`src/rtl/alu_share_arb_if.sv`:
```
`default_nettype none
// ============================================================================
// Module      : alu_share_arb_if
// Description : Signal bundle between the two ALU requesters, the shared
//               ALU and the alu_share_arb sequencer.
//               req0/req1 : operation request channels (valid/ready)
//               rsp0/rsp1 : per-requester response channels (valid/ready)
//               alu_*     : registered ALU drive and ALU result/zero return
//               busy      : sequencer is not idle
//               slave modport is the arbiter's view; master is the
//               environment's view (requesters + ALU).
// Revision    : 1.0 - initial release
// ============================================================================
interface alu_share_arb_if #(
  parameter int DATA_W = 32
);
  logic              req0_valid;
  logic              req0_ready;
  logic [2:0]        req0_ctl;
  logic [DATA_W-1:0] req0_a;
  logic [DATA_W-1:0] req0_b;
  logic [4:0]        req0_shamt;

  logic              req1_valid;
  logic              req1_ready;
  logic [2:0]        req1_ctl;
  logic [DATA_W-1:0] req1_a;
  logic [DATA_W-1:0] req1_b;
  logic [4:0]        req1_shamt;

  logic              rsp0_valid;
  logic              rsp0_ready;
  logic [DATA_W-1:0] rsp0_result;
  logic              rsp0_zero;
  logic              rsp0_err;

  logic              rsp1_valid;
  logic              rsp1_ready;
  logic [DATA_W-1:0] rsp1_result;
  logic              rsp1_zero;
  logic              rsp1_err;

  logic [2:0]        alu_ctl;
  logic [DATA_W-1:0] alu_a;
  logic [DATA_W-1:0] alu_b;
  logic [4:0]        alu_shamt;
  logic [DATA_W-1:0] alu_result;
  logic              alu_zero;

  logic              busy;

  modport slave (
    input  req0_valid, req0_ctl, req0_a, req0_b, req0_shamt,
    input  req1_valid, req1_ctl, req1_a, req1_b, req1_shamt,
    output req0_ready, req1_ready,
    output rsp0_valid, rsp0_result, rsp0_zero, rsp0_err,
    output rsp1_valid, rsp1_result, rsp1_zero, rsp1_err,
    input  rsp0_ready, rsp1_ready,
    output alu_ctl, alu_a, alu_b, alu_shamt,
    input  alu_result, alu_zero,
    output busy
  );

  modport master (
    output req0_valid, req0_ctl, req0_a, req0_b, req0_shamt,
    output req1_valid, req1_ctl, req1_a, req1_b, req1_shamt,
    input  req0_ready, req1_ready,
    input  rsp0_valid, rsp0_result, rsp0_zero, rsp0_err,
    input  rsp1_valid, rsp1_result, rsp1_zero, rsp1_err,
    output rsp0_ready, rsp1_ready,
    input  alu_ctl, alu_a, alu_b, alu_shamt,
    output alu_result, alu_zero,
    input  busy
  );
endinterface
`default_nettype wire

```
`src/rtl/alu_share_arb.sv`:
```
`default_nettype none
// ============================================================================
// Module      : alu_share_arb
// Description : Round-robin arbiter/sequencer sharing one 32-bit ALU between
//               the EX stage (requester 0) and the branch/address-compare
//               unit (requester 1). One operation in flight at a time:
//               accept -> EXEC (ALU evaluates) -> RESP (held until taken).
// Ports       : clk   - clock, rising edge
//               rst_n - asynchronous active-low reset
//               bus   - alu_share_arb_if.slave (request, response, ALU drive)
// Parameters  : DATA_W     - operand/result width (32 only)
//               START_PRIO - requester winning the first tie after reset
// Revision    : 1.0 - initial release
// ============================================================================
module alu_share_arb #(
  parameter int DATA_W     = 32,
  parameter bit START_PRIO = 1'b0
) (
  input  logic            clk,
  input  logic            rst_n,
  alu_share_arb_if.slave  bus
);

  typedef enum logic [1:0] {
    S_IDLE = 2'd0,
    S_EXEC = 2'd1,
    S_RESP = 2'd2
  } state_t;

  state_t            r_state;
  state_t            w_state_nxt;

  logic              r_prio;       // requester that wins a tie
  logic              r_gnt;        // requester owning the in-flight op

  logic [2:0]        r_alu_ctl;
  logic [DATA_W-1:0] r_alu_a;
  logic [DATA_W-1:0] r_alu_b;
  logic [4:0]        r_alu_shamt;

  logic              r_rsp0_valid;
  logic [DATA_W-1:0] r_rsp0_result;
  logic              r_rsp0_zero;
  logic              r_rsp0_err;
  logic              r_rsp1_valid;
  logic [DATA_W-1:0] r_rsp1_result;
  logic              r_rsp1_zero;
  logic              r_rsp1_err;

  logic              w_any;
  logic              w_win;
  logic              w_hs;
  logic              w_accept;
  logic              w_supported;
  logic [2:0]        w_sel_ctl;
  logic [DATA_W-1:0] w_sel_a;
  logic [DATA_W-1:0] w_sel_b;
  logic [4:0]        w_sel_shamt;

  // --------------------------------------------------------------------------
  // Arbitration and handshakes. Only request valids, response readys and
  // internal state feed the ready outputs; the ALU return never does.
  // --------------------------------------------------------------------------
  always_comb begin
    w_any    = bus.req0_valid | bus.req1_valid;
    // Single requester wins outright; a tie goes to the priority pointer.
    w_win    = (bus.req0_valid & bus.req1_valid) ? r_prio : bus.req1_valid;
    w_hs     = (r_state == S_RESP) & (r_gnt ? bus.rsp1_ready : bus.rsp0_ready);
    // rst_n gates acceptance so readys read 0 while reset is held.
    w_accept = rst_n & w_any & ((r_state == S_IDLE) | w_hs);
  end

  assign bus.req0_ready = w_accept & ~w_win;
  assign bus.req1_ready = w_accept &  w_win;

  assign w_sel_ctl   = w_win ? bus.req1_ctl   : bus.req0_ctl;
  assign w_sel_a     = w_win ? bus.req1_a     : bus.req0_a;
  assign w_sel_b     = w_win ? bus.req1_b     : bus.req0_b;
  assign w_sel_shamt = w_win ? bus.req1_shamt : bus.req0_shamt;

  // Op codes the ALU implements; 011 and 101 leave its output floating.
  always_comb begin
    w_supported = 1'b0;
    case (r_alu_ctl)
      3'b000, 3'b001, 3'b010, 3'b110, 3'b111, 3'b100: w_supported = 1'b1;
      default:                                        w_supported = 1'b0;
    endcase
  end

  // --------------------------------------------------------------------------
  // FSM
  // --------------------------------------------------------------------------
  always_ff @(posedge clk or negedge rst_n) begin
    if (!rst_n) begin
      r_state <= S_IDLE;
    end else begin
      r_state <= w_state_nxt;
    end
  end

  always_comb begin
    w_state_nxt = r_state;
    case (r_state)
      S_IDLE: begin
        if (w_accept) w_state_nxt = S_EXEC;
      end
      S_EXEC: begin
        w_state_nxt = S_RESP;
      end
      S_RESP: begin
        if (w_hs) w_state_nxt = w_accept ? S_EXEC : S_IDLE;
      end
      default: begin
        w_state_nxt = S_IDLE;
      end
    endcase
  end

  // --------------------------------------------------------------------------
  // Datapath registers
  // --------------------------------------------------------------------------
  always_ff @(posedge clk or negedge rst_n) begin
    if (!rst_n) begin
      r_prio        <= START_PRIO;
      r_gnt         <= 1'b0;
      r_alu_ctl     <= '0;
      r_alu_a       <= '0;
      r_alu_b       <= '0;
      r_alu_shamt   <= '0;
      r_rsp0_valid  <= 1'b0;
      r_rsp0_result <= '0;
      r_rsp0_zero   <= 1'b0;
      r_rsp0_err    <= 1'b0;
      r_rsp1_valid  <= 1'b0;
      r_rsp1_result <= '0;
      r_rsp1_zero   <= 1'b0;
      r_rsp1_err    <= 1'b0;
    end else begin
      if (w_accept) begin
        r_alu_ctl   <= w_sel_ctl;
        r_alu_a     <= w_sel_a;
        r_alu_b     <= w_sel_b;
        r_alu_shamt <= w_sel_shamt;
        r_gnt       <= w_win;
        r_prio      <= ~w_win;
      end

      // End of EXEC: capture into the owner's response registers only.
      if (r_state == S_EXEC) begin
        if (!r_gnt) begin
          r_rsp0_valid  <= 1'b1;
          r_rsp0_result <= w_supported ? bus.alu_result : '0;
          r_rsp0_zero   <= w_supported ? bus.alu_zero : 1'b1;
          r_rsp0_err    <= ~w_supported;
        end else begin
          r_rsp1_valid  <= 1'b1;
          r_rsp1_result <= w_supported ? bus.alu_result : '0;
          r_rsp1_zero   <= w_supported ? bus.alu_zero : 1'b1;
          r_rsp1_err    <= ~w_supported;
        end
      end

      // Response taken; r_gnt here is still the owner of the completed op.
      if (w_hs) begin
        if (!r_gnt) r_rsp0_valid <= 1'b0;
        else        r_rsp1_valid <= 1'b0;
      end
    end
  end

  assign bus.alu_ctl     = r_alu_ctl;
  assign bus.alu_a       = r_alu_a;
  assign bus.alu_b       = r_alu_b;
  assign bus.alu_shamt   = r_alu_shamt;

  assign bus.rsp0_valid  = r_rsp0_valid;
  assign bus.rsp0_result = r_rsp0_result;
  assign bus.rsp0_zero   = r_rsp0_zero;
  assign bus.rsp0_err    = r_rsp0_err;
  assign bus.rsp1_valid  = r_rsp1_valid;
  assign bus.rsp1_result = r_rsp1_result;
  assign bus.rsp1_zero   = r_rsp1_zero;
  assign bus.rsp1_err    = r_rsp1_err;

  assign bus.busy        = (r_state != S_IDLE);

endmodule
`default_nettype wire
```
`src/flat_wrapper.sv`:
```
// flat-port wrapper written by rule: the top's interface ports become plain ports
module alu_share_arb_flat 
#(
  parameter int DATA_W     = 32,
  parameter bit START_PRIO = 1'b0
)
  (clk, rst_n, bus_req0_valid, bus_req0_ctl, bus_req0_a, bus_req0_b, bus_req0_shamt, bus_req1_valid, bus_req1_ctl, bus_req1_a, bus_req1_b, bus_req1_shamt, bus_req0_ready, bus_req1_ready, bus_rsp0_valid, bus_rsp0_result, bus_rsp0_zero, bus_rsp0_err, bus_rsp1_valid, bus_rsp1_result, bus_rsp1_zero, bus_rsp1_err, bus_rsp0_ready, bus_rsp1_ready, bus_alu_ctl, bus_alu_a, bus_alu_b, bus_alu_shamt, bus_alu_result, bus_alu_zero, bus_busy);
  alu_share_arb_if #(.DATA_W(DATA_W)) bus_i ();
  input  logic clk;
  input  logic rst_n;
  input wire logic [$bits(bus_i.req0_valid)-1:0] bus_req0_valid;
  input wire logic [$bits(bus_i.req0_ctl)-1:0] bus_req0_ctl;
  input wire logic [$bits(bus_i.req0_a)-1:0] bus_req0_a;
  input wire logic [$bits(bus_i.req0_b)-1:0] bus_req0_b;
  input wire logic [$bits(bus_i.req0_shamt)-1:0] bus_req0_shamt;
  input wire logic [$bits(bus_i.req1_valid)-1:0] bus_req1_valid;
  input wire logic [$bits(bus_i.req1_ctl)-1:0] bus_req1_ctl;
  input wire logic [$bits(bus_i.req1_a)-1:0] bus_req1_a;
  input wire logic [$bits(bus_i.req1_b)-1:0] bus_req1_b;
  input wire logic [$bits(bus_i.req1_shamt)-1:0] bus_req1_shamt;
  output wire logic [$bits(bus_i.req0_ready)-1:0] bus_req0_ready;
  output wire logic [$bits(bus_i.req1_ready)-1:0] bus_req1_ready;
  output wire logic [$bits(bus_i.rsp0_valid)-1:0] bus_rsp0_valid;
  output wire logic [$bits(bus_i.rsp0_result)-1:0] bus_rsp0_result;
  output wire logic [$bits(bus_i.rsp0_zero)-1:0] bus_rsp0_zero;
  output wire logic [$bits(bus_i.rsp0_err)-1:0] bus_rsp0_err;
  output wire logic [$bits(bus_i.rsp1_valid)-1:0] bus_rsp1_valid;
  output wire logic [$bits(bus_i.rsp1_result)-1:0] bus_rsp1_result;
  output wire logic [$bits(bus_i.rsp1_zero)-1:0] bus_rsp1_zero;
  output wire logic [$bits(bus_i.rsp1_err)-1:0] bus_rsp1_err;
  input wire logic [$bits(bus_i.rsp0_ready)-1:0] bus_rsp0_ready;
  input wire logic [$bits(bus_i.rsp1_ready)-1:0] bus_rsp1_ready;
  output wire logic [$bits(bus_i.alu_ctl)-1:0] bus_alu_ctl;
  output wire logic [$bits(bus_i.alu_a)-1:0] bus_alu_a;
  output wire logic [$bits(bus_i.alu_b)-1:0] bus_alu_b;
  output wire logic [$bits(bus_i.alu_shamt)-1:0] bus_alu_shamt;
  input wire logic [$bits(bus_i.alu_result)-1:0] bus_alu_result;
  input wire logic [$bits(bus_i.alu_zero)-1:0] bus_alu_zero;
  output wire logic [$bits(bus_i.busy)-1:0] bus_busy;
  assign bus_i.req0_valid = bus_req0_valid;
  assign bus_i.req0_ctl = bus_req0_ctl;
  assign bus_i.req0_a = bus_req0_a;
  assign bus_i.req0_b = bus_req0_b;
  assign bus_i.req0_shamt = bus_req0_shamt;
  assign bus_i.req1_valid = bus_req1_valid;
  assign bus_i.req1_ctl = bus_req1_ctl;
  assign bus_i.req1_a = bus_req1_a;
  assign bus_i.req1_b = bus_req1_b;
  assign bus_i.req1_shamt = bus_req1_shamt;
  assign bus_req0_ready = bus_i.req0_ready;
  assign bus_req1_ready = bus_i.req1_ready;
  assign bus_rsp0_valid = bus_i.rsp0_valid;
  assign bus_rsp0_result = bus_i.rsp0_result;
  assign bus_rsp0_zero = bus_i.rsp0_zero;
  assign bus_rsp0_err = bus_i.rsp0_err;
  assign bus_rsp1_valid = bus_i.rsp1_valid;
  assign bus_rsp1_result = bus_i.rsp1_result;
  assign bus_rsp1_zero = bus_i.rsp1_zero;
  assign bus_rsp1_err = bus_i.rsp1_err;
  assign bus_i.rsp0_ready = bus_rsp0_ready;
  assign bus_i.rsp1_ready = bus_rsp1_ready;
  assign bus_alu_ctl = bus_i.alu_ctl;
  assign bus_alu_a = bus_i.alu_a;
  assign bus_alu_b = bus_i.alu_b;
  assign bus_alu_shamt = bus_i.alu_shamt;
  assign bus_i.alu_result = bus_alu_result;
  assign bus_i.alu_zero = bus_alu_zero;
  assign bus_busy = bus_i.busy;
  alu_share_arb #(.DATA_W(DATA_W), .START_PRIO(START_PRIO)) u_core (.clk(clk), .rst_n(rst_n), .bus(bus_i));
endmodule
```
`config.mk`:
```
export PLATFORM = sky130hd
export DESIGN_NAME = alu_share_arb_flat
export DESIGN_NICKNAME = d
export VERILOG_FILES = /design/src/rtl/alu_share_arb_if.sv /design/src/rtl/alu_share_arb.sv /design/src/flat_wrapper.sv
export SDC_FILE = /design/constraint.sdc
export NUM_CORES = 1
export LEC_CHECK = 0
export ABC_AREA = 1
export BUFFER_PORTS_ARGS = -buffer_cell sky130_fd_sc_hd__buf_2
export CAP_MARGIN = 0
export CORE_AREA = 2 2 127 129
export DETAILED_ROUTE_END_ITERATION = 10
export DIE_AREA = 0 0 129 131
export PLACE_DENSITY = 0.85
export SLEW_MARGIN = 40
export SYNTH_ARGS = -nofsm -noshare
export SYNTH_HDL_FRONTEND = slang
export SYNTH_SLANG_ARGS = --single-unit
export TNS_END_PERCENT = 20
```
`constraint.sdc`:
```
create_clock -name clk -period 1.4 [get_ports clk]
set_clock_uncertainty 0.05 [all_clocks]
set_input_delay 0.14 -clock clk [delete_from_list [all_inputs] [get_ports clk]]
set_output_delay 0.14 -clock clk [all_outputs]
set_load 0.02 [all_outputs]
```
# Word level (Yosys, flattened, before mapping)
# Index checks and enable logic that the tools add are counted.
[word_totals]
output_inout_bits = 145
inputBits = 183
reg_bits = 146
[classes]
n_mux = 21
n_eq_ne = 9
reduce_logical = 7
bitwise = 11
[ops]
columns = ["operator", "n"]
rows = [
  ["two-way mux 32 bit", 3],
  ["two-way mux 1 bit", 13],
  ["== test 3 bit, second input constant", 3],
  ["AND 1 bit", 6],
  ["one-hot mux 2 bit (3 select lines)", 1],
  ["AND reduction 2 bit", 3],
  ["OR reduction 6 bit", 1],
  ["two-way mux 5 bit", 1],
  ["two-way mux 2 bit", 2],
  ["!= test 2 x 1 -> 1 bit, second input constant", 2],
  ["== test 3 x 1 -> 1 bit, second input constant", 1],
  ["== test 3 x 2 -> 1 bit, second input constant", 1],
  ["logical NOT 3 bit", 1],
  ["two-way mux 3 bit", 1],
  ["inverter 1 bit", 3],
  ["== test 2 x 1 -> 1 bit, second input constant", 1],
  ["== test 2 bit, second input constant", 1],
  ["logical NOT 2 bit", 1],
  ["OR 1 bit", 2],
  ["nonzero test 2 bit", 1],
]

# Logic depth before layout (Yosys ltp)
[logic_depth]
ltp_word = 7
depth_mapped = 10

# Worst setup path before layout
# OpenSTA, ideal clock, no wires.
[synth_path]
path_type = "reg-to-reg"
startpoint = "register u_core.r_alu_ctl[2], in the netlist u_core.bus.alu_ctl[2]"
endpoint = "register u_core.r_rsp0_zero, in the netlist u_core.bus.rsp0_zero"
arrival_time_ns = 1.176
synth_period_minus_slack_ns = 1.342
required_time_ns = 1.234
path_stages_with_launch = 7
setup_time_ns = 0.116
setup_slack_ns = 0.058
path_cell_list = "dfrtp_1 -> or2_2 -> nand3_4 -> buf_6 -> nand2_1 -> nand2_1 -> nand2_1"
[synth_between]
elab_chain_len = 4
elab_cells_between_ends = 9
cone_classes = "eq/ne (5); mux (2); reduce/logical (2)"
[synth_rtl]
columns = ["item", "line", "source"]
rows = [
  ["start, declared", "alu_share_arb.sv:36", "logic [2:0] r_alu_ctl;"],
  ["start signal, assigned", "alu_share_arb.sv:140", "r_alu_ctl <= w_sel_ctl;"],
  ["== test 3 x 1 -> 1 bit (tied with other cells)", "alu_share_arb.sv:84", "case (r_alu_ctl)"],
  ["OR reduction 6 bit *", "alu_share_arb.sv:84", ""],
  ["two-way mux 1 bit *", "alu_share_arb.sv:84", ""],
  ["two-way mux 1 bit *", "alu_share_arb.sv:153", "r_rsp0_zero <= w_supported ? bus.alu_zero : 1'b1;"],
  ["end signal, assigned", "alu_share_arb.sv:153", ""],
  ["end, declared", "alu_share_arb.sv:43", "logic r_rsp0_zero;"],
]
# Every way passes the cells marked *; elsewhere a longest branch is shown, timed or not.
# A chain may end at the register's enable or synchronous reset.

# Worst setup path in the final report
[layout_path]
startpoint = "register u_core.r_gnt"
endpoint = "output port bus_req0_ready"
[layout_between]
elab_chain_len = 5
[layout_rtl]
columns = ["item", "line", "source"]
rows = [
  ["start, declared", "alu_share_arb.sv:34", "logic r_gnt;"],
  ["start signal, assigned", "alu_share_arb.sv:144", "r_gnt <= w_win;"],
  ["two-way mux 1 bit", "alu_share_arb.sv:68", "w_hs = (r_state == S_RESP) & (r_gnt ? bus.rsp1_ready : bus.rsp0_ready);"],
  ["AND 1 bit", "alu_share_arb.sv:68", ""],
  ["OR 1 bit", "alu_share_arb.sv:70", "w_accept = rst_n & w_any & ((r_state == S_IDLE) | w_hs);"],
  ["AND 1 bit", "alu_share_arb.sv:70", ""],
  ["AND 1 bit", "alu_share_arb.sv:73", "assign bus.req0_ready = w_accept & ~w_win;"],
  ["end, declared", "flat_wrapper.sv:21", "output wire logic [$bits(bus_i.req0_ready)-1:0] bus_req0_ready;"],
]
# Every way passes these cells.

==> metrics.cfg <==
[power]
leakage_nw=5.92
seqPwrFrac_pct=31.4
swShare_pct=43.4
powerDensity_nw_per_um2=2300
peakVddDrop_v=0.00129
internal_power_mw=13.5
clkPwrFrac_pct=19.5
power_switching_mw=10.4
combPwrFrac_pct=49.2

[job]
cap_viol_max_count=0

[final_layout]
finalInstanceArea_um2=10400
instances_no_fill=1490
final_nets=1443
syn_to_final_growth_pct=53.8
drive_above_1_share_pct=33.8

[grt]
antenna_found_initial=2
grt_overflow_total=0
grt_pass1_wl_mm=35.6
grt_pass1_vias=7224
grtUsageTotal_pct=27.0
grt_max_degree=90

[sta]
finalHoldViolCount=0
fmax_mhz=613
setup_viol=145
rsz0062_at_grt=yes
relSlewSlack_pct=51.8
period_share_pct=117
final_max_slew_viol_count=0
max_slew.worst_pin.slew_ns=0.723
period_needed_ns=1.63
layout_setup_ws_ns=-0.233

[detailed_routing]
wl_mm=24.5
dr.pass1.iters=5
vias=7744
vias_per_cell=5.20
drtIter0Drc=546
wire_per_inst_um=16.5
antenna_left=0
drcViolationCount=0

[floorplanning]
die_x_um=129
die_h_um=131
die-area_um2=16900
row_count=46
start_util_pct=43.3
ios=328
core-area_um2=15600

[critical_path]
slowest_delay_ns=0.41
arrival_ns=1.44
reg2reg_depth=9
path_cells=inv_2, nand2_2, nand2_2, nand2_2, nand2_4, nand3_4, inv_2, buf_6
path_class=flip-flop to output pin
crit_path_start_kind=flip-flop
cpMaxStageDelayCell=dfrtp_1
path_max_fanout=4
required_ns=1.21
crit_top_cell=nand2_2
worst-path-buf-inv=3
crit_cells=8
worstSetupEndpointType=output pin
critical_path.top_delay_family=flip-flops

[logic_synthesis]
ys_seq_elements=146
syn_area_um2=6760
synthCells=854
yosys_warnings=0
ys_types=18
synth_seq_area_share_pct=54.1
avgSynthCellArea_um2=7.91
syn_nets=1037

[outcome]
status=finished with violations
violations=setup timing

[place]
place_inst=1362
hpwl_mm=14.7
dpl_cell_area_um2=8620
gp_congestion=0.823
port_buffers=327

[clock_tree]
clock_sinks=146
cts_made_buffers=17
insertion_delay_ns=0.42
cts_tree=done
clk_path_buf_depth=2
htreeDepth=4
clockRootBuffer=clkbuf_16
clk_pin_slew_ns=0.06

[worst_hold_path]
hp-class=input port to flip-flop
min_path_cells=4

[routing by layer]
metal | track usage [%] | share of wire, %
met1 | 31.7 | 36
met2 | 45.7 | 50
met3 | 6.51 | 9.0
met4 | 15.1 | 5.2
met5 | 0 | 0
[final timing paths]
check	startpoint	end	slack, ns
worst max-delay path	u_core.r_gnt	bus_req0_ready	-0.23
worst min-delay path	bus_rsp0_ready	u_core.r_state[1]	0.003
worst max register to register	u_core.r_gnt	u_core.bus.rsp1_result[9]	-0.21
worst min register to register	u_core.bus.alu_a[6]	u_core.bus.alu_a[6]	0.42
max in group asynchronous	rst_n	u_core.bus.rsp1_result[14]	0.24
min in group asynchronous	rst_n	u_core.bus.rsp0_result[20]	0.43
[registers in the layout, indices dropped and copies added (netlist names), named ones only]
signal and cells:
u_core.bus.alu_a 32, u_core.bus.alu_b 32, u_core.bus.alu_ctl 3, u_core.bus.alu_shamt 5
u_core.bus.rsp0_err 1, u_core.bus.rsp0_result 32, u_core.bus.rsp0_zero 1, u_core.bus.rsp1_err 1
u_core.bus.rsp1_result 32, u_core.bus.rsp1_zero 1, u_core.r_gnt 1, u_core.r_prio 1
u_core.r_state 2
[tightest hold or removal path, cell delays in order]
cell and delay, ns:
buf_2 0.08, nand2_2 0.05, nand2_2 0.06, o21ai_0 0.08
[logic make-up (layout without fill, tap and decap cells)]
group,count (synthesis),count (layout),synth area share (%)
flops,146,146,54.1
other cells,0,2,0
compound gates,70,70,5.22
buf+inv,77,495,6.39
simple gates,561,561,34.3
[cells in the final DEF, fill, tap and decap left out]
master,count
buf_4,28
nand2_8,1
nand2_2,5
nand2_1,401
clkbuf_8,3
buf_16,2
nor2_2,1
inv_1,6
inv_2,7
nor2_1,1
buf_6,5
buf_2,324
or2_2,1
nor2_4,2
clkinv_2,3
o21ai_0,52
clkbuf_16,22
buf_12,11
diode_2,2
nand2_4,2
nand3_1,144
nand3_4,3
clkinv_4,2
o21a_2,1
clkinvlp_4,1
buf_8,3
bufinv_16,3
o21ai_1,17
dlygate4sd3_1,73
clkbuf_1,2
dfrtp_1,146
[power by group through the flow]
stage | sequential (mW) | clock (mW) | combinational, mW
4_1_cts | 7.41 | 4.71 | 10.5
6_report | 7.49 | 4.65 | 11.7
5_1_grt | 7.67 | 4.92 | 12.7
3_5_place_dp | 7.40 | 0 | 10.0
2_1_floorplan | 9.86 | 0 | 3.81
3_3_place_gp | 7.39 | 0 | 9.74
[synthesized netlist by cell type]
library cell | count | area share, %
nand2_1 | 406 | 23
dfrtp_1 | 146 | 54
nand3_1 | 146 | 11
o21ai_0 | 62 | 4.6
buf_2 | 30 | 2.2
buf_6 | 13 | 2.2
clkbuf_1 | 13 | 0.72
inv_1 | 9 | 0.50
o21ai_1 | 7 | 0.52
buf_1 | 6 | 0.33
inv_2 | 4 | 0.22
nand2_2 | 3 | 0.28
buf_4 | 2 | 0.22
nor2_1 | 2 | 0.11
nor2_2 | 2 | 0.19
nand3_4 | 1 | 0.26
o21a_1 | 1 | 0.11
or2_2 | 1 | 0.093
[final cells by class]
type                       count  area [µm²]
inverter                      13        48.8
multi-input combinational    631        2750
clock inverter                 9         130
fill                        1169        5210
antenna                        2        5.00
sequential                   146        3650
tap                          216         270
timing repair buffer         451        3060
clock buffer                  22         474
[repair_timing]
item | CTS | global route
cloned | 1 | 8
buffers inserted | 8 | 6
resized for setup | 24 | 24
endpoints found under the setup margin | 70 | 141
pin swaps | 4 | 2
hold endpoints to repair | 228 | 0
hold buffers | 73 | 0
[metrics by stage]
stage	hold WS [ns]	util (%)	total power [mW]	setup TNS, ns	setup slack (ns)
floorplan	-0.206	-	13.7	0	0.0581
global placement	0.331	55.3	17.1	0	0.0181
detailed placement	0.323	55.3	17.4	-0.419	-0.0327
CTS	-0.0145	64.9	22.6	-15.18	-0.255
global route	0.00736	66.6	25.3	-25.01	-0.307
finish	0.00310	66.6	23.9	-15.13	-0.233
No activity file was read; power rests on OpenSTA's default activity.
